$ cat src/rtl/exception_arbiter.sv
// rtl/exception_arbiter.sv - sticky exception request arbiter with fixed priority
// Latches source requests, raises one to the datapath and blocks nesting until ERet.
module exception_arbiter #(
    parameter int              NSRC     = 4,
    parameter logic [NSRC-1:0] MASK_RST = '1,
    parameter int              CNT_W    = 16
) (
    input  logic             clk,
    input  logic             reset,
    input  logic [NSRC-1:0]  src_req,
    input  logic             cfg_we,
    input  logic [NSRC-1:0]  cfg_mask,
    input  logic             ExcAck,
    input  logic             ERet,
    output logic             Exc,
    output logic [3:0]       EStatus,
    output logic [NSRC-1:0]  src_ack,
    output logic             in_handler,
    output logic             bad_eret,
    output logic [CNT_W-1:0] exc_count
);

    typedef enum logic [1:0] {
        ST_IDLE,
        ST_RAISE,
        ST_SERVICE
    } state_t;

    state_t           state_q, state_d;
    logic [NSRC-1:0]  pending_q, pending_d;
    logic [NSRC-1:0]  mask_q, mask_d;
    logic [3:0]       sel_q, sel_d;
    logic [3:0]       estatus_q, estatus_d;
    logic [NSRC-1:0]  src_ack_q, src_ack_d;
    logic             bad_eret_q, bad_eret_d;
    logic [CNT_W-1:0] cnt_q, cnt_d;

    logic [NSRC-1:0]  ready;
    logic [NSRC-1:0]  clr;
    logic [3:0]       pick;
    logic             pick_valid;

    always_comb begin
        ready      = pending_q & mask_q;
        pick       = 4'd0;
        pick_valid = 1'b0;
        // Descending scan so the lowest set index is the one left standing.
        for (int i = NSRC - 1; i >= 0; i--) begin
            if (ready[i]) begin
                pick       = 4'(i);
                pick_valid = 1'b1;
            end
        end
    end

    always_comb begin
        state_d    = state_q;
        sel_d      = sel_q;
        estatus_d  = estatus_q;
        cnt_d      = cnt_q;
        clr        = '0;
        src_ack_d  = '0;
        bad_eret_d = ERet && (state_q != ST_SERVICE);

        case (state_q)
            ST_IDLE: begin
                if (pick_valid) begin
                    sel_d     = pick;
                    estatus_d = pick + 4'd1;
                    state_d   = ST_RAISE;
                end
            end
            ST_RAISE: begin
                if (ExcAck) begin
                    clr       = NSRC'(1) << sel_q;
                    src_ack_d = clr;
                    cnt_d     = (&cnt_q) ? cnt_q : cnt_q + CNT_W'(1);
                    state_d   = ST_SERVICE;
                end
            end
            ST_SERVICE: begin
                if (ERet) begin
                    estatus_d = 4'd0;
                    state_d   = ST_IDLE;
                end
            end
            default: state_d = ST_IDLE;
        endcase

        // A request arriving in the same cycle as the clear keeps the bit set.
        pending_d = (pending_q & ~clr) | src_req;
        mask_d    = cfg_we ? cfg_mask : mask_q;
    end

    always_ff @(posedge clk) begin
        if (reset) begin
            state_q    <= ST_IDLE;
            pending_q  <= '0;
            mask_q     <= MASK_RST;
            sel_q      <= 4'd0;
            estatus_q  <= 4'd0;
            src_ack_q  <= '0;
            bad_eret_q <= 1'b0;
            cnt_q      <= '0;
        end else begin
            state_q    <= state_d;
            pending_q  <= pending_d;
            mask_q     <= mask_d;
            sel_q      <= sel_d;
            estatus_q  <= estatus_d;
            src_ack_q  <= src_ack_d;
            bad_eret_q <= bad_eret_d;
            cnt_q      <= cnt_d;
        end
    end

    assign Exc        = (state_q == ST_RAISE);
    assign in_handler = (state_q == ST_SERVICE);
    assign EStatus    = estatus_q;
    assign src_ack    = src_ack_q;
    assign bad_eret   = bad_eret_q;
    assign exc_count  = cnt_q;

endmodule

$ cat config.mk
export PLATFORM = sky130hd
export DESIGN_NAME = exception_arbiter
export DESIGN_NICKNAME = d
export VERILOG_FILES = /design/src/rtl/exception_arbiter.sv
export SDC_FILE = /design/constraint.sdc
export NUM_CORES = 1
export LEC_CHECK = 0
export ABC_AREA = 0
export BUFFER_PORTS_ARGS = -buffer_cell sky130_fd_sc_hd__buf_2
export CORE_UTILIZATION = 47
export DETAILED_ROUTE_END_ITERATION = 10
export GPL_TIMING_DRIVEN = 0
export MAX_ROUTING_LAYER = met4
export PLACE_DENSITY_LB_ADDON = 0.2
export SYNTH_ARGS = -nofsm -noshare
export SYNTH_HDL_FRONTEND = slang
export SYNTH_SLANG_ARGS = --single-unit
$ cat constraint.sdc
create_clock -name clk -period 2.4 [get_ports clk]
set_input_delay 0.36 -clock clk [delete_from_list [all_inputs] [get_ports clk]]
set_output_delay 0.36 -clock clk [all_outputs]
set_load 0.05 [all_outputs]
==> metrics, run 1 <==
setup slack at placement 0.368 ns; H-tree levels 2; core area 3150 sq um; Top delay family on crit path simple AND/OR/NAND/NOR gates; Pwr Density 620 nW/um^2; HPWL Detailed 2610 um; outcome completed; post-synthesis async set-or-reset flop share 0%; Placer Congestion 0.745; final net count 238; CTS root buffer clkbuf_4; YS warnings 0; crit path cell chain nand3_1 -> or4_1 -> clkbuf_2 -> or4_1 -> a21oi_1; Seq/Total Area, Yosys 44.9%; Die Width 60.5 um; Site Rows 20; DRT Pass-1 Iters 4; worst path buffer plus inverter count 1; largest net degree at the start of global routing 11; PostCTS Resize Cnt 0; Top Ports 40; reg2reg setup slack 0.37 ns; MaxCap Viol Count 0; total gr overflow 0; clk sink count 36; number of synthesized flops with an enable pin 0; Hold Crit Class input port to flip-flop; Syn Area/Cell 8.98 sq um; fin crit share 84.4%; count leader, synth dfxtp_1; crit-path max cell delay 0.48 ns; Area growth syn-to-layout 19.0%; synth unique cells 45; Worst path slowest cell or4_1; Initial Util 51.0%; fin crit period 2.03 ns; hold depth 3; Top FF cell, synth dfxtp_1; number of antenna violations at the first check in global routing 0; CP Capture Type flip-flop; pins over their slew limit 0; total number of vias 1513; TritonCTS Buffers 5; share of the synthesized area in the top cell type 44.9%; Die Height 60.5 um; Arr. time, crit path 2.30 ns; crit-path most repeated cell or4_1; WL final 3560 um; Seq cells post-synth 36; startpoint of the worst register-to-register path exc_count[4]; clock latency at the later pin of the worst-skew pair 0.34 ns; Post-CTS Hold Buffers 0; Clock Pin Slew Worst Setup and Hold Paths 0.10 ns; reg2reg path depth 5; fraction of layout cells with a size suffix above 1 23.8%; Die ar. 3660 sq um; Post-synth top cells 36 x dfxtp_1, 17 x nor2_1, 14 x a21oi_1, 13 x nand2_1; DRC viols 0; Synth area leader dfxtp_1; Syn Nets 194; all-layer global routing usage 22.9%; top cells by area, synth dfxtp_1 45%, a21oi_1 4.4%, nor2_1 4.0%; Max IR drop VDD 375 uV; post-CTS setup buffers 0; post-route ant nets 0; Rel. slew slack 60.3%; number of global-route vias before repair 1397; final hold vios 0; CTS tree built; n_diodes 0; Avg WL per Cell 13.3 um; Synth Instances 179; total design power 0.00119 W; worst-case clock buffer depth 2; Worst Skew 0.00172 ns; Worst Path Max Fanout 9; Worst Max-Slew Pin Slew 0.588 ns; Vias per Instance 5.67; WS Path Type flip-flop to flip-flop; final worst slack 0.375 ns; RSZ-0062 raised after global routing no; Critical Path RT 2.67 ns; Starting DRT DRC Count 80; worst setup path startpoint exc_count[4]; Worst Setup Start Kind flip-flop; Leak 0.809 nW; worst r2r dst exc_count[13]; Port-buffer cells 37; final setup violation count 0; mapped cell area 1610 sq um; Hold Path Origin src_req[0]; global-route wire length before repair 5970 um; Highest Clock Rate 494 MHz; final setup TNS 0 ns; hold path endpoint pending_q[0]
## sequential cells by signal, indices dropped and copies added, names as in the netlist
| register | flops |
|---|---|
| pending_q | 4 |
| exc_count | 16 |
| mask_q | 4 |
| bad_eret | 1 |
| sel_q | 2 |
| EStatus | 3 |
| state_q | 2 |
| src_ack | 4 |
## logic make-up (layout without fill, tap and decap cells)
logic type	count (synthesis)	in the layout	synth area share (%)
AOI/OAI and AO/OA	42	42	18.4
xor gates and xnor gates	1	1	0.545
adders and majority gates	2	2	1.56
buffers and inverters	15	59	4.13
DFF	36	36	44.9
muxes	7	7	4.52
other	1	1	0.233
and+or+nand+nor	75	75	25.8
## per-layer routing
metal / vias to the layer above / routed length, um / GRT usage (%)
li1: 753 / - / -
met1: 711 / 1520 / 24.0
met2: 45 / 1820 / 40.3
met3: 4 / 174 / 6.40
met4: 0 / 47 / 9.09
met5: - / 0 / -
## where the power goes
part | switching, W | leakage (nW) | internal [W]
clock | 0.000191 | 0.0374 | 0.000166
sequential | 0.0000161 | 0.294 | 0.000624
combinational | 0.000125 | 0.477 | 0.0000641
## worst max-delay path by stage
| stage | endpoint | cells past startpoint |
|---|---|---|
| global route | exc_count[12] | 5 |
| global placement | exc_count[13] | 6 |
| CTS | exc_count[13] | 6 |
| floorplan | exc_count[13] | 5 |
| detailed placement | exc_count[13] | 6 |
| finish | exc_count[13] | 5 |
## stage by stage
step / hold WS (ns) / area (sq um) / utilization (%) / instances
3_3_place_gp: 0.455 / 1850 / 58.6 / 260
2_1_floorplan: 0.465 / 1610 / - / 179
6_report: 0.224 / 1910 / 60.6 / 267
4_1_cts: 0.217 / 1910 / 60.6 / 267
5_1_grt: 0.220 / 1910 / 60.6 / 267
3_5_place_dp: 0.464 / 1850 / 58.6 / 260
## worst register-to-register path, cell delays in order, from the launching register on
cell	delay, ns
dfxtp_1	0.43
nand3_1	0.27
or4_1	0.49
clkbuf_2	0.17
or4_1	0.47
a21oi_1	0.14
## cell type report
| type | count | area, sq um |
|---|---|---|
| repair buffers | 37 | 185 |
| inverters | 4 | 15.0 |
| plain buffers | 11 | 51.3 |
| multi-input cells | 128 | 820 |
| clock buffers | 7 | 65.1 |
| flip-flops and latches | 36 | 721 |
| well taps | 44 | 55.1 |
| fillers | 299 | 1240 |
## cell usage in the layout, fill, tap and decap left out, types with 2 or more instances in the layout
cell type	Yosys	routed
nand2_1	13	13
nand4_1	4	4
clkbuf_1	7	7
buf_4	2	2
nor4b_1	2	2
a22o_1	5	5
nor2_1	17	17
o21ai_0	3	3
buf_2	1	38
ha_1	2	2
a211oi_1	2	2
dfxtp_1	36	36
or4_1	7	7
o21bai_1	2	2
nand3_1	7	7
nand3b_1	2	2
mux2i_1	5	5
inv_1	4	4
clkbuf_4	0	5
clkbuf_8	0	2
nor3_1	5	5
mux2_2	2	2
nor4_1	3	3
a21oi_1	14	14
or3_1	2	2
o31ai_1	4	4
nor2b_1	5	5
o311a_1	2	2
o41ai_1	3	3
Power figures use the tool's default switching activity.
==> run 2, diff against run 1 <==
--- a/config.mk
+++ b/config.mk
@@ -5,7 +5,7 @@
 export SDC_FILE = /design/constraint.sdc
 export NUM_CORES = 1
 export LEC_CHECK = 0
-export ABC_AREA = 0
+export ABC_AREA = 1
 export BUFFER_PORTS_ARGS = -buffer_cell sky130_fd_sc_hd__buf_2
 export CORE_UTILIZATION = 47
 export DETAILED_ROUTE_END_ITERATION = 10
==> constraint.sdc (replaced) <==
create_clock -name clk -period 1.7 [get_ports clk]
set_input_delay 0.255 -clock clk [delete_from_list [all_inputs] [get_ports clk]]
set_output_delay 0.255 -clock clk [all_outputs]
set_load 0.05 [all_outputs]
==> run 2 against run 1 <==
Compared with the run above: final cell count rose by 30%; first-iteration DRC count grew 3.8%; critical path depth grew 6; combinational power increased by 68%; synthesized cell count up 42%; via count grew 9.6%; routed wire length up 4.8%; critical path type unchanged; largest cell class unchanged; largest power group unchanged; highest routed layer unchanged.
==> metrics, run 2 <==
hold path endpoint mask_q[0]; startpoint of the worst register-to-register path exc_count[1]; Site Rows 22 (+10%); WS Path Type flip-flop to flip-flop; clk sink count 36 (unchanged); Avg WL per Cell 10.7 um (-19%); Pwr Density 913 nW/um^2 (+47%); final hold vios 0 (unchanged); Synth Instances 255 (+42%); Worst path slowest cell dfxtp_4; CP Capture Type flip-flop; synth unique cells 27 (-40%); outcome completed; reg2reg setup slack 0.15 ns (-0.22 ns); Seq. cell area 728 sq um (+1.0%); Hold Crit Class input port to flip-flop; core area 3660 sq um (+16%); Port-buffer cells 36 (-2.7%); Clock Pin Slew Worst Setup and Hold Paths 0.07 ns (-0.03 ns); number of flip-flops under the largest register name 16 (unchanged); Arr. time, crit path 1.71 ns (-0.59 ns); total design power 0.00198 W (+67%); share of the synthesized area in the top cell type 40.0% (-4.9 points); Starting DRT DRC Count 83 (+3.8%); number of synthesized flops with an enable pin 0 (unchanged); Highest Clock Rate 645 MHz (+31%); Worst Setup Start Kind flip-flop; Post-DP Area 2040 sq um (+11%); Area growth syn-to-layout 20.6%; post-CTS setup buffers 0 (unchanged); total number of vias 1659 (+9.6%); largest family of logic cells by synthesized area simple AND/OR/NAND/NOR gates; Die ar. 4090 sq um (+12%); worst r2r dst exc_count[11]; fraction of layout cells with a size suffix above 1 29.1% (+5.3 points); sw frac 28.8% (+0.79 points); Max IR drop VDD 567 uV (+51%); Placer Congestion 0.813 (+9.2%); WL final 3730 um (+4.8%); mapped cell area 1800 sq um (+12%); adder-cell share of the synthesized area 1.39% (-0.17 points); total gr overflow 0 (unchanged); CTS tree built; # placed instances 339 (+30%); Multi-input gate area 943 sq um (+15%); Combinational Power Share 16.0% (about the same); H-tree levels 2 (unchanged); clock latency at the later pin of the worst-skew pair 0.29 ns (-0.05 ns); Initial Util 49.2% (-1.7 points); MaxCap Viol Count 0 (unchanged); Worst Max-Slew Pin Slew 0.700 ns (+0.112 ns); CTS root buffer clkbuf_8; fin crit share 91.2% (+6.8 points); reg2reg path depth 11 (+6); most frequent cells in the layout 78 x nand2_1, 36 x buf_2, 34 x dfxtp_1; YS warnings 0 (unchanged); post-synthesis async set-or-reset flop share 0% (unchanged); Compound-Gate Fraction of Synth Area 8.40% (-10 points); worst-case clock buffer depth 2 (unchanged); HPWL Detailed 2750 um (+5.2%); RSZ-0062 raised after global routing no; commonest non-fill, non-tap cell in the layout nand2_1; Top delay family on crit path simple AND/OR/NAND/NOR gates; final net count 313 (+32%); Synth area leader dfxtp_1; design area 2170 sq um (+14%); Die Height 63.9 um (+5.7%); Syn Nets 270 (+39%); part of the power in the clock network 37.7% (+7.6 points); count leader, synth nand2_1; DRC viols 0 (unchanged); worst path buffer plus inverter count 1 (unchanged); internal power 0.00141 W (+66%); sw power 0.000571 W (+72%); Post-synth top cells 78 x nand2_1, 36 x dfxtp_1, 31 x nor2_1, 23 x inv_1, 17 x a21oi_1; Seq/Total Area, Yosys 40.0% (-4.9 points); Worst Skew 0.00371 ns (+0.00199 ns); fin cells 347 (+30%); crit path cell chain ha_2 -> nand2_2 -> nor2_4 -> nand2_2 -> nor2_4 -> nor2_2 -> buf_6 -> nand2_1 -> nand2_1 -> nand2_1 -> nor2_2; fillers 348 (+16%); Top FF cell, synth dfxtp_1; Reg power frac 46.2% (-7.7 points); Critical Path RT 1.86 ns (-0.81 ns); top cells by area, synth dfxtp_1 40%, nand2_1 16%, nor2_1 6.5%; Hold Path Origin cfg_mask[0]; XOR/XNOR Fraction of Synth Area 1.94% (+1.4 points); DRT Pass-1 Iters 4 (unchanged); final setup TNS 0 ns (unchanged); Worst Path Max Fanout 10 (+1); Vias per Instance 4.78 (-16%); crit-path max cell delay 0.37 ns (-0.11 ns); Post-CTS Hold Buffers 0 (unchanged); all-layer global routing usage 21.0% (-1.9 points); n_diodes 0 (unchanged); TritonCTS Buffers 5 (unchanged); number of antenna violations at the first check in global routing 0 (unchanged); number of global-route vias before repair 1469 (+5.2%); fin crit period 1.55 ns (-0.476 ns); Top Ports 40 (unchanged); pins over their slew limit 0 (unchanged); post-synthesis simple-gate area fraction 39.7% (+14 points); Syn Area/Cell 7.07 sq um (-21%); mux share of post-synthesis cell area 0% (-4.5 points); Die Width 63.9 um (+5.7%); Leak 0.972 nW (+20%); hold depth 3 (unchanged); crit-path most repeated cell nand2_1; Seq cells post-synth 36 (unchanged); post-route ant nets 0 (unchanged); global-route wire length before repair 6470 um (+8.3%); final setup violation count 0 (unchanged); largest net degree at the start of global routing 12 (+1); Rel. slew slack 53.3% (-6.9 points)
run 2: changes by cell type in the layout (fill, tap and decap cells not counted), sizes merged, moves of 3 or more:
| cell | previous run | this run |
|---|---|---|
| nor2b | 5 | 0 |
| clkbuf | 15 | 11 |
| a22o | 5 | 0 |
| nand3 | 7 | 14 |
| mux2i | 5 | 0 |
| o41ai | 3 | 0 |
| o31ai | 4 | 0 |
| nand2 | 13 | 90 |
| inv | 4 | 23 |
| nor4 | 3 | 0 |
| or4 | 7 | 0 |
| a21oi | 14 | 24 |
| nor2 | 17 | 38 |
| xnor2 | 0 | 3 |
run 2: worst max-delay path by stage:
stage,from,cells past startpoint,to,slack [ns]
6_report,exc_count[1],11,exc_count[11],0.15
5_1_grt,exc_count[1],11,exc_count[11],0.01
4_1_cts,state_q[1],4,Exc,0.09
3_5_place_dp,exc_count[0],8,exc_count[1],0.12
3_3_place_gp,exc_count[0],8,exc_count[1],0.15
2_1_floorplan,exc_count[1],11,exc_count[11],0.02
run 2: stage by stage:
step / setup WS (ns) / hold WS, ns / util [%]
2_1_floorplan: 0.0165 / 0.372 / -
3_3_place_gp: 0.148 / 0.448 / 55.8
3_5_place_dp: 0.122 / 0.452 / 55.8
4_1_cts: 0.0947 / 0.161 / 58.8
5_1_grt: 0.0137 / 0.191 / 59.4
6_report: 0.150 / 0.167 / 59.4
run 2: metal layers:
layer / wire [um] / global-route usage (%)
met1: 1870 / 26.0
met2: 1610 / 32.8
met3: 181 / 4.82
met4: 69 / 8.52
met5: 0 / -
run 2: area by class of cell:
| type | instances | share of cell area [%] |
|---|---|---|
| multi-input combinational | 187 | 43.4 |
| sequential | 36 | 33.5 |
| timing repair buffer | 36 | 8.41 |
| inverter | 24 | 4.20 |
| clock buffer | 6 | 3.34 |
| buffer | 8 | 2.76 |
| tap | 48 | 2.76 |
| clock inverter | 2 | 1.61 |
run 2: logic make-up (layout without fill, tap and decap cells):
family,Yosys count,after routing
other cells,1,1
compound gates,25,25
fa+ha+maj,2,2
xor+xnor,4,4
buf+inv,32,76
simple gates,155,155
flops,36,36
run 2: repair_timing:
item	4_1_cts	5_1_grt
setup endpoints to repair	0	8
gates resized for setup	0	7
hold endpoints to repair	0	0
run 2: power groups by stage:
stage	Combinational [W]	Clock, W	Sequential [W]
finish	0.000318	0.000749	0.000918
global route	0.000355	0.000796	0.000924
CTS	0.000314	0.000761	0.000919
detailed placement	0.000313	0	0.000938
global placement	0.000312	0	0.000937
floorplan	0.000181	0	0.000997
run 2: worst reg2reg max path, cell delays in order, from the launching register on:
cell	delay [ns]
dfxtp_4	0.37
ha_2	0.19
nand2_2	0.08
nor2_4	0.11
nand2_2	0.11
nor2_4	0.16
nor2_2	0.06
buf_6	0.14
nand2_1	0.07
nand2_1	0.04
nand2_1	0.06
nor2_2	0.03
